File: src/rtl/hazard_control_pkg.sv
// Shared types for the pipeline hazard controller: writeback source,
// CSR operation, controller state and the bundle of stall/flush controls.
package hazard_control_pkg;

    typedef enum logic [1:0] {
        WB_ALU = 2'd0,
        WB_MEM = 2'd1,
        WB_PC4 = 2'd2,
        WB_CSR = 2'd3
    } writebackType_;

    typedef enum logic [1:0] {
        CSR_NONE = 2'd0,
        CSR_RW   = 2'd1,
        CSR_RS   = 2'd2,
        CSR_RC   = 2'd3
    } CSROp_;

    typedef enum logic {
        HZ_RUN           = 1'b0,
        HZ_REDIRECT_WAIT = 1'b1
    } hazardState_;

    // Stall/flush controls driven towards the pipeline registers.
    typedef struct packed {
        logic stall_fetch;
        logic stall_fetch_decode;
        logic stall_decode_execute;
        logic stall_execute_memory;
        logic flush_fetch_decode;
        logic flush_decode_execute;
        logic bubble_memory_writeback;
    } hazard_ctrl_t;

    // Freeze the whole front of the pipe and drain a bubble to writeback.
    localparam hazard_ctrl_t CTRL_MEM_STALL = '{1'b1, 1'b1, 1'b1, 1'b1, 1'b0, 1'b0, 1'b1};
    // Kill the two younger instructions behind a taken branch.
    localparam hazard_ctrl_t CTRL_REDIRECT  = '{1'b0, 1'b0, 1'b0, 1'b0, 1'b1, 1'b1, 1'b0};
    // Hold fetch and decode, insert a bubble into execute.
    localparam hazard_ctrl_t CTRL_HOLD_DEC  = '{1'b1, 1'b1, 1'b0, 1'b0, 1'b0, 1'b1, 1'b0};

    // True when a source operand is actually read and names the given register.
    function automatic logic reads_reg(input logic uses, input logic [4:0] src,
                                       input logic [4:0] dst);
        return uses && (src == dst);
    endfunction

endpackage

File: src/rtl/hazard_control_if.sv
// Pipeline-status inputs and hazard-control outputs of the hazard controller.
// slave: the hazard controller; master: the pipeline datapath.
interface hazard_control_if
    import hazard_control_pkg::*;
#(
    parameter int unsigned COUNTER_WIDTH = 32
);
    logic                     fetchDecodeValid;
    logic [4:0]               fetchDecodeRegister1;
    logic [4:0]               fetchDecodeRegister2;
    logic                     fetchDecodeUses1;
    logic                     fetchDecodeUses2;
    CSROp_                    fetchDecodeCSROp;
    logic                     decodeExecuteValid;
    logic [4:0]               decodeExecuteDestinationRegister;
    writebackType_            decodeExecuteWritebackType;
    logic                     executeMemoryValid;
    logic                     executeBranchTaken;
    logic [31:0]              executeBranchTarget;
    logic                     memoryBusy;
    logic                     fetchReady;

    logic                     stallFetch;
    logic                     stallFetchDecode;
    logic                     stallDecodeExecute;
    logic                     stallExecuteMemory;
    logic                     flushFetchDecode;
    logic                     flushDecodeExecute;
    logic                     bubbleMemoryWriteback;
    logic                     redirectValid;
    logic [31:0]              redirectTarget;
    logic                     redirectPending;
    logic [COUNTER_WIDTH-1:0] stallCount;
    logic [COUNTER_WIDTH-1:0] redirectCount;

    modport slave (
        input  fetchDecodeValid, fetchDecodeRegister1, fetchDecodeRegister2,
               fetchDecodeUses1, fetchDecodeUses2, fetchDecodeCSROp,
               decodeExecuteValid, decodeExecuteDestinationRegister,
               decodeExecuteWritebackType, executeMemoryValid,
               executeBranchTaken, executeBranchTarget, memoryBusy, fetchReady,
        output stallFetch, stallFetchDecode, stallDecodeExecute, stallExecuteMemory,
               flushFetchDecode, flushDecodeExecute, bubbleMemoryWriteback,
               redirectValid, redirectTarget, redirectPending,
               stallCount, redirectCount
    );

    modport master (
        output fetchDecodeValid, fetchDecodeRegister1, fetchDecodeRegister2,
               fetchDecodeUses1, fetchDecodeUses2, fetchDecodeCSROp,
               decodeExecuteValid, decodeExecuteDestinationRegister,
               decodeExecuteWritebackType, executeMemoryValid,
               executeBranchTaken, executeBranchTarget, memoryBusy, fetchReady,
        input  stallFetch, stallFetchDecode, stallDecodeExecute, stallExecuteMemory,
               flushFetchDecode, flushDecodeExecute, bubbleMemoryWriteback,
               redirectValid, redirectTarget, redirectPending,
               stallCount, redirectCount
    );

endinterface

File: src/rtl/hazard_control_sat_counter.sv
// Saturating up-counter: counts enabled cycles and sticks at all-ones.
module sat_counter #(
    parameter int unsigned WIDTH = 32
) (
    input  logic             clk,
    input  logic             reset,
    input  logic             inc_i,
    output logic [WIDTH-1:0] count_o
);
    logic [WIDTH-1:0] count_q;
    logic [WIDTH-1:0] count_d;

    // Next count: advance on enable unless already saturated.
    always_comb begin
        count_d = count_q;
        if (inc_i && (count_q != '1)) begin
            count_d = count_q + {{(WIDTH-1){1'b0}}, 1'b1};
        end
    end

    // Count register with synchronous reset.
    always_ff @(posedge clk) begin
        // NOTE: state registers use non-blocking assignment so every flop samples pre-edge values.
        if (reset) begin
            count_q <= '0;
        end else begin
            count_q <= count_d;
        end
    end

    assign count_o = count_q;

endmodule

File: src/rtl/hazard_control.sv
// Pipeline hazard controller: load-use and CSR stalls, data-memory
// back-pressure and branch redirects held until fetch accepts them.
module hazard_control
    import hazard_control_pkg::*;
#(
    parameter int unsigned COUNTER_WIDTH = 32
) (
    input  logic           clk,
    input  logic           reset,
    hazard_control_if.slave hz
);
    hazardState_  state_q, state_d;
    logic [31:0]  pending_target_q, pending_target_d;
    hazard_ctrl_t ctrl;
    logic         redirect_valid;
    logic [31:0]  redirect_target;
    logic         branch_taken;
    logic         load_use;
    logic         csr_drain;

    // Hazard conditions decoded from the pipeline registers.
    assign branch_taken = hz.executeBranchTaken && hz.decodeExecuteValid;
    assign load_use     = hz.decodeExecuteValid
                       && (hz.decodeExecuteWritebackType == WB_MEM)
                       && (hz.decodeExecuteDestinationRegister != 5'd0)
                       && hz.fetchDecodeValid
                       && (reads_reg(hz.fetchDecodeUses1, hz.fetchDecodeRegister1,
                                     hz.decodeExecuteDestinationRegister)
                        || reads_reg(hz.fetchDecodeUses2, hz.fetchDecodeRegister2,
                                     hz.decodeExecuteDestinationRegister));
    assign csr_drain    = hz.fetchDecodeValid && (hz.fetchDecodeCSROp != CSR_NONE)
                       && (hz.decodeExecuteValid || hz.executeMemoryValid);

    // Priority-ordered control outputs and FSM next state.
    always_comb begin
        // NOTE: every output gets a default first so no path through the block infers a latch.
        ctrl             = '0;
        redirect_valid   = 1'b0;
        redirect_target  = '0;
        state_d          = state_q;
        pending_target_d = pending_target_q;
        if (!reset) begin
            if (hz.memoryBusy) begin
                ctrl = CTRL_MEM_STALL;
                // A parked redirect keeps being offered while memory is busy.
                if (state_q == HZ_REDIRECT_WAIT) begin
                    redirect_valid  = 1'b1;
                    redirect_target = pending_target_q;
                    if (hz.fetchReady) begin
                        state_d = HZ_RUN;
                    end
                end
            end else if (branch_taken && (state_q == HZ_RUN)) begin
                ctrl            = CTRL_REDIRECT;
                redirect_valid  = 1'b1;
                redirect_target = hz.executeBranchTarget;
                if (!hz.fetchReady) begin
                    pending_target_d = hz.executeBranchTarget;
                    state_d          = HZ_REDIRECT_WAIT;
                end
            end else if (state_q == HZ_REDIRECT_WAIT) begin
                ctrl            = CTRL_REDIRECT;
                redirect_valid  = 1'b1;
                redirect_target = pending_target_q;
                if (hz.fetchReady) begin
                    state_d = HZ_RUN;
                end
            end else if (load_use || csr_drain) begin
                ctrl = CTRL_HOLD_DEC;
            end
        end
    end

    // FSM state and parked redirect target.
    always_ff @(posedge clk) begin
        if (reset) begin
            state_q          <= HZ_RUN;
            pending_target_q <= '0;
        end else begin
            state_q          <= state_d;
            pending_target_q <= pending_target_d;
        end
    end

    assign hz.stallFetch            = ctrl.stall_fetch;
    assign hz.stallFetchDecode      = ctrl.stall_fetch_decode;
    assign hz.stallDecodeExecute    = ctrl.stall_decode_execute;
    assign hz.stallExecuteMemory    = ctrl.stall_execute_memory;
    assign hz.flushFetchDecode      = ctrl.flush_fetch_decode;
    assign hz.flushDecodeExecute    = ctrl.flush_decode_execute;
    assign hz.bubbleMemoryWriteback = ctrl.bubble_memory_writeback;
    assign hz.redirectValid         = redirect_valid;
    assign hz.redirectTarget        = redirect_target;
    assign hz.redirectPending       = (state_q == HZ_REDIRECT_WAIT);

    sat_counter #(.WIDTH(COUNTER_WIDTH)) u_stall_count (
        .clk     (clk),
        .reset   (reset),
        .inc_i   (ctrl.stall_fetch_decode),
        .count_o (hz.stallCount)
    );

    sat_counter #(.WIDTH(COUNTER_WIDTH)) u_redirect_count (
        .clk     (clk),
        .reset   (reset),
        .inc_i   (redirect_valid && hz.fetchReady),
        .count_o (hz.redirectCount)
    );

endmodule

File: src/flat_wrapper.sv
// flat-port wrapper written by rule: the top's interface ports become plain ports
module hazard_control_flat import hazard_control_pkg::*;
#(
    parameter int unsigned COUNTER_WIDTH = 32
)
  (clk, reset, hz_fetchDecodeValid, hz_fetchDecodeRegister1, hz_fetchDecodeRegister2, hz_fetchDecodeUses1, hz_fetchDecodeUses2, hz_fetchDecodeCSROp, hz_decodeExecuteValid, hz_decodeExecuteDestinationRegister, hz_decodeExecuteWritebackType, hz_executeMemoryValid, hz_executeBranchTaken, hz_executeBranchTarget, hz_memoryBusy, hz_fetchReady, hz_stallFetch, hz_stallFetchDecode, hz_stallDecodeExecute, hz_stallExecuteMemory, hz_flushFetchDecode, hz_flushDecodeExecute, hz_bubbleMemoryWriteback, hz_redirectValid, hz_redirectTarget, hz_redirectPending, hz_stallCount, hz_redirectCount);
  hazard_control_if #(.COUNTER_WIDTH(COUNTER_WIDTH)) hz_i ();
  input  logic clk;
  input  logic reset;
  input wire logic [$bits(hz_i.fetchDecodeValid)-1:0] hz_fetchDecodeValid;
  input wire logic [$bits(hz_i.fetchDecodeRegister1)-1:0] hz_fetchDecodeRegister1;
  input wire logic [$bits(hz_i.fetchDecodeRegister2)-1:0] hz_fetchDecodeRegister2;
  input wire logic [$bits(hz_i.fetchDecodeUses1)-1:0] hz_fetchDecodeUses1;
  input wire logic [$bits(hz_i.fetchDecodeUses2)-1:0] hz_fetchDecodeUses2;
  input wire logic [$bits(hz_i.fetchDecodeCSROp)-1:0] hz_fetchDecodeCSROp;
  input wire logic [$bits(hz_i.decodeExecuteValid)-1:0] hz_decodeExecuteValid;
  input wire logic [$bits(hz_i.decodeExecuteDestinationRegister)-1:0] hz_decodeExecuteDestinationRegister;
  input wire logic [$bits(hz_i.decodeExecuteWritebackType)-1:0] hz_decodeExecuteWritebackType;
  input wire logic [$bits(hz_i.executeMemoryValid)-1:0] hz_executeMemoryValid;
  input wire logic [$bits(hz_i.executeBranchTaken)-1:0] hz_executeBranchTaken;
  input wire logic [$bits(hz_i.executeBranchTarget)-1:0] hz_executeBranchTarget;
  input wire logic [$bits(hz_i.memoryBusy)-1:0] hz_memoryBusy;
  input wire logic [$bits(hz_i.fetchReady)-1:0] hz_fetchReady;
  output wire logic [$bits(hz_i.stallFetch)-1:0] hz_stallFetch;
  output wire logic [$bits(hz_i.stallFetchDecode)-1:0] hz_stallFetchDecode;
  output wire logic [$bits(hz_i.stallDecodeExecute)-1:0] hz_stallDecodeExecute;
  output wire logic [$bits(hz_i.stallExecuteMemory)-1:0] hz_stallExecuteMemory;
  output wire logic [$bits(hz_i.flushFetchDecode)-1:0] hz_flushFetchDecode;
  output wire logic [$bits(hz_i.flushDecodeExecute)-1:0] hz_flushDecodeExecute;
  output wire logic [$bits(hz_i.bubbleMemoryWriteback)-1:0] hz_bubbleMemoryWriteback;
  output wire logic [$bits(hz_i.redirectValid)-1:0] hz_redirectValid;
  output wire logic [$bits(hz_i.redirectTarget)-1:0] hz_redirectTarget;
  output wire logic [$bits(hz_i.redirectPending)-1:0] hz_redirectPending;
  output wire logic [$bits(hz_i.stallCount)-1:0] hz_stallCount;
  output wire logic [$bits(hz_i.redirectCount)-1:0] hz_redirectCount;
  assign hz_i.fetchDecodeValid = hz_fetchDecodeValid;
  assign hz_i.fetchDecodeRegister1 = hz_fetchDecodeRegister1;
  assign hz_i.fetchDecodeRegister2 = hz_fetchDecodeRegister2;
  assign hz_i.fetchDecodeUses1 = hz_fetchDecodeUses1;
  assign hz_i.fetchDecodeUses2 = hz_fetchDecodeUses2;
  assign hz_i.fetchDecodeCSROp = hz_fetchDecodeCSROp;
  assign hz_i.decodeExecuteValid = hz_decodeExecuteValid;
  assign hz_i.decodeExecuteDestinationRegister = hz_decodeExecuteDestinationRegister;
  assign hz_i.decodeExecuteWritebackType = hz_decodeExecuteWritebackType;
  assign hz_i.executeMemoryValid = hz_executeMemoryValid;
  assign hz_i.executeBranchTaken = hz_executeBranchTaken;
  assign hz_i.executeBranchTarget = hz_executeBranchTarget;
  assign hz_i.memoryBusy = hz_memoryBusy;
  assign hz_i.fetchReady = hz_fetchReady;
  assign hz_stallFetch = hz_i.stallFetch;
  assign hz_stallFetchDecode = hz_i.stallFetchDecode;
  assign hz_stallDecodeExecute = hz_i.stallDecodeExecute;
  assign hz_stallExecuteMemory = hz_i.stallExecuteMemory;
  assign hz_flushFetchDecode = hz_i.flushFetchDecode;
  assign hz_flushDecodeExecute = hz_i.flushDecodeExecute;
  assign hz_bubbleMemoryWriteback = hz_i.bubbleMemoryWriteback;
  assign hz_redirectValid = hz_i.redirectValid;
  assign hz_redirectTarget = hz_i.redirectTarget;
  assign hz_redirectPending = hz_i.redirectPending;
  assign hz_stallCount = hz_i.stallCount;
  assign hz_redirectCount = hz_i.redirectCount;
  hazard_control #(.COUNTER_WIDTH(COUNTER_WIDTH)) u_core (.clk(clk), .reset(reset), .hz(hz_i));
endmodule
File: config.mk
export PLATFORM = sky130hd
export DESIGN_NAME = hazard_control_flat
export DESIGN_NICKNAME = d
export VERILOG_FILES = /design/src/rtl/hazard_control_pkg.sv /design/src/rtl/hazard_control_if.sv /design/src/rtl/hazard_control_sat_counter.sv /design/src/rtl/hazard_control.sv /design/src/flat_wrapper.sv
export SDC_FILE = /design/constraint.sdc
export NUM_CORES = 1
export LEC_CHECK = 0
export CAP_MARGIN = 25
export CELL_PAD_IN_SITES_DETAIL_PLACEMENT = 1
export CELL_PAD_IN_SITES_GLOBAL_PLACEMENT = 2
export CORE_MARGIN = 2
export CORE_UTILIZATION = 25
export CTS_BUF_LIST = sky130_fd_sc_hd__clkbuf_4 sky130_fd_sc_hd__clkbuf_8
export DETAILED_ROUTE_END_ITERATION = 8
export GPL_TIMING_DRIVEN = 0
export PLACE_DENSITY = 0.76
export SLEW_MARGIN = 40
export SYNTH_ARGS = -nofsm -noshare
export SYNTH_HDL_FRONTEND = slang
export SYNTH_HIERARCHICAL = 1
export SYNTH_SLANG_ARGS = --single-unit
File: constraint.sdc
create_clock -name clk -period 3.65 [get_ports clk]
set_input_delay 0.365 -clock clk [delete_from_list [all_inputs] [get_ports clk]]
set_output_delay 0.365 -clock clk [all_outputs]
set_load 0.01 [all_outputs]
==> run metrics <==
vias in the first global route 5,440; Final Skew 0.0140 ns; cell breakdown of the critical path clkdlybuf4s50_1 > xnor2_1 > nand4_1 > o22ai_1 > a21oi_1 > o21bai_2 > nand4_1 > buf_4 > nor4_4 > nand4_1 > nor4_1 > mux2_2; Top Ports 166; Compound-Gate Fraction of Synth Area 18.1%; ys flop type dfxtp_1; Post-Syn Area per Cell 8.25 µm²; Mapped Area 0.00535 mm²; synth unique cells 50; global route overflow 0; fin util 36.4%; number of synthesized flops with an enable pin 0; Die Area 0.0226 mm²; combinational group share of total power 10.9%; count of yosys warnings during synthesis 6; Seq/Total Area, Yosys 36.3%; clock sink count 97; Crit path arrival time 3.60 ns; Max Root-Sink Buffers 2; Worst-Skew Late Latency 0.38 ns; commonest non-fill, non-tap cell in the layout clkdlybuf4s50_1; Slew headroom 50.8%; ratio of cells with drive above 1 in the final layout 11.2%; adder-cell share of the synthesized area 0.468%; post-synthesis simple-gate area fraction 29.7%; final setup fails 0; Max Fclk 300 MHz; Placed Instances 1,088; Pleak 0.00231 µW; number of fillers in the final layout 2,466; DRT Pass-1 Iters 4; Setup WS post-layout 0.317 ns; Initial DRC Count 163; Worst R2R Setup Slack 0.84 ns; switching power share of the total 23.2%; Power Dens Cells 295 mW/mm²; number of cells produced by synthesis 648; sw power 524 µW; Worst Setup Start Kind input port; post-synthesis mux area share 7.02%; maximum ir drop on the vdd rail 0.165 mV; initial antenna violation count 1; core area 0.0210 mm²; max incr delay on CP 0.48 ns; maximum number of pins on one net before global-route repair 16; drt total wl 19,300 µm; cts hold-fix bufs 0; status complete, no violations; largest family of logic cells by synthesized area simple AND/OR/NAND/NOR gates; WS Path Type in2reg; DRC viols 0; Total Nets Final 891; maximum fanout along the worst path 6; PortBufs 165; Slowest cell on crit path clkdlybuf4s50_1; Clock Pin Slew Worst Setup and Hold Paths 0.09 ns; height of the chip 150 µm; All-Layer GR Usage 17.4%; DR WL/cell 17.4 µm; Worst Hold Class reg2reg; pre-CTS setup slack -0.983 ns; fin crit period 3.33 ns; Least-Margin Pin Slew 0.738 ns; ys async rst share 0%; CTS tree built; area delta synth->final 43.3%; most frequent cells in the layout 165 x clkdlybuf4s50_1, 97 x dfxtp_1, 89 x nand2_1; Crit. End Element flop; Tcrit/Tclk final 91.3%; count of state elements after synthesis 97; RSZ-0062 raised after global routing no; Critical Path Most Common Cell nand4_1; Critical Path RT 3.92 ns; post-synthesis xor/xnor area fraction 3.93%; kind of cell adding the most delay to the critical path simple AND/OR/NAND/NOR gates; Routed Antenna Nets 0; clock share of power 41.5%; # H-tree levels 3; Final Hold Viols 0; Final Wtd Congestion 0.794; post-detail-place hpwl 14,600 µm; Max Cap Viol 0; Flop pwr share 47.6%; vias post-DR 5,455; syn_nets 711; root buffer cell clkbuf_8; Finished Layout Cells 1,108; design internal power 1740 µW; cell area after layout 0.00766 mm²; Initial Util 25.4%; Num CTS Buffers 9; Slew Limit Fails 0; Vias/cell 4.92; row count 53; first-pass GRT wire length 30,600 µm; placed cell areas 0.00734 mm²; Die Wd 150 µm; Worst Path Buf+Inv 2
[final timing paths]
check	start	to	depth (start not counted)
max	hz_decodeExecuteDestinationRegister[2]	u_core/u_stall_count/count_o[31]	12
min	u_core/pending_target_q[24]	u_core/pending_target_q[24]	2
max reg2reg	u_core/hz.redirectPending	u_core/u_stall_count/count_o[31]	10
min reg2reg	u_core/pending_target_q[24]	u_core/pending_target_q[24]	2
[synthesized netlist by cell type, types with 2 or more instances]
master | instances | area share (%)
dfxtp_1 | 97 | 36
nand2_1 | 89 | 6.2
nor2_1 | 63 | 4.4
a21oi_1 | 50 | 4.7
mux2i_1 | 33 | 6.2
a21oi_2 | 30 | 4.9
nand3_1 | 26 | 2.4
o31ai_1 | 24 | 3.4
or4_1 | 24 | 3.4
nand4_1 | 22 | 2.6
xnor2_1 | 22 | 3.6
or3_1 | 20 | 2.3
clkbuf_1 | 19 | 1.3
buf_2 | 16 | 1.5
o21ai_0 | 16 | 1.5
and4_1 | 8 | 1.3
nor4_1 | 8 | 0.94
and3_1 | 6 | 0.70
nor3_1 | 6 | 0.56
nor2b_1 | 5 | 0.59
a2111oi_0 | 4 | 0.66
buf_6 | 4 | 0.84
inv_1 | 4 | 0.28
nor3b_1 | 4 | 0.56
a211oi_1 | 3 | 0.42
and2_1 | 3 | 0.35
buf_4 | 3 | 0.42
nand2b_1 | 3 | 0.35
a21o_1 | 2 | 0.28
a31o_2 | 2 | 0.33
a31oi_1 | 2 | 0.23
and3_4 | 2 | 0.42
ha_1 | 2 | 0.47
mux2_1 | 2 | 0.42
mux2_2 | 2 | 0.42
nand3_2 | 2 | 0.37
nor4_2 | 2 | 0.47
o41ai_4 | 2 | 1.0
or2_2 | 2 | 0.23
or3_4 | 2 | 0.42
or3b_1 | 2 | 0.33
xor2_1 | 2 | 0.33
[layout make-up]
type / instances / area, µm² / area share [%]
buffer: 42 / 219 / 2.86
clock buffer: 10 / 138 / 1.80
clock inverter: 5 / 128 / 1.67
tap: 275 / 344 / 4.49
multi-input combinational: 504 / 3190 / 41.6
antenna: 1 / 2.50 / 0.0327
timing repair buffer: 169 / 1680 / 22.0
sequential: 97 / 1940 / 25.4
inverter: 5 / 18.8 / 0.245
[per-stage QoR]
stage	total power [µW]	hold WS, ns	setup TNS, ns
finish	2260	0.477	0
global route	2360	0.495	0
CTS	2300	0.472	0
detailed placement	1350	0.459	-7.38
global placement	1350	0.452	-6.67
floorplan	1200	0.436	0
[power groups by stage]
stage               clock, µW  sequential, µW  combinational [µW]
detailed placement          0            1100                 248
finish                    939            1080                 246
global route             1010            1080                 268
CTS                       972            1080                 250
global placement            0            1100                 247
floorplan                   0            1100                 104
[worst reg2reg max path, cell delays in order, from the launching register on]
cell and delay [ns]:
dfxtp_1 0.33, buf_6 0.15, a21oi_1 0.23, nand2b_1 0.10, o21bai_2 0.37, nand4_1 0.14, buf_4 0.19, nor4_4 0.36
nand4_1 0.14, nor4_1 0.34, mux2_2 0.37
[sequential cells by signal, summed over array words and instances, names as in the netlist]
signal                           cells
u_core/pending_target_q             32
u_core/u_redirect_count/count_o     32
u_core/u_stall_count/count_o        32
u_core/hz.redirectPending            1
[cells by family (layout without fill, tap and decap cells)]
kind of cell / Yosys count / after routing
xor+xnor: 24 / 24
other cells: 0 / 1
mux: 37 / 37
buf+inv: 47 / 231
fa+ha+maj: 2 / 2
flops: 97 / 97
compound gates: 139 / 139
simple gates: 302 / 302
[per-layer routing]
layer  part of all wire [%]  wire length (µm)  vias to the layer above  track usage, %
li1                       -                 -                     2721               -
met1                     49              9530                     2616            24.3
met2                     46              8820                      106            27.7
met3                    3.6               705                       12            2.64
met4                    1.3               260                        0            4.91
met5                      0                 0                        -               0
[what timing repair did]
action	in CTS	in global routing
resized for setup	3	0
setup endpoints to repair	8	1
buffers inserted	2	2
pin swaps	1	1
Power figures use the tool's default switching activity.
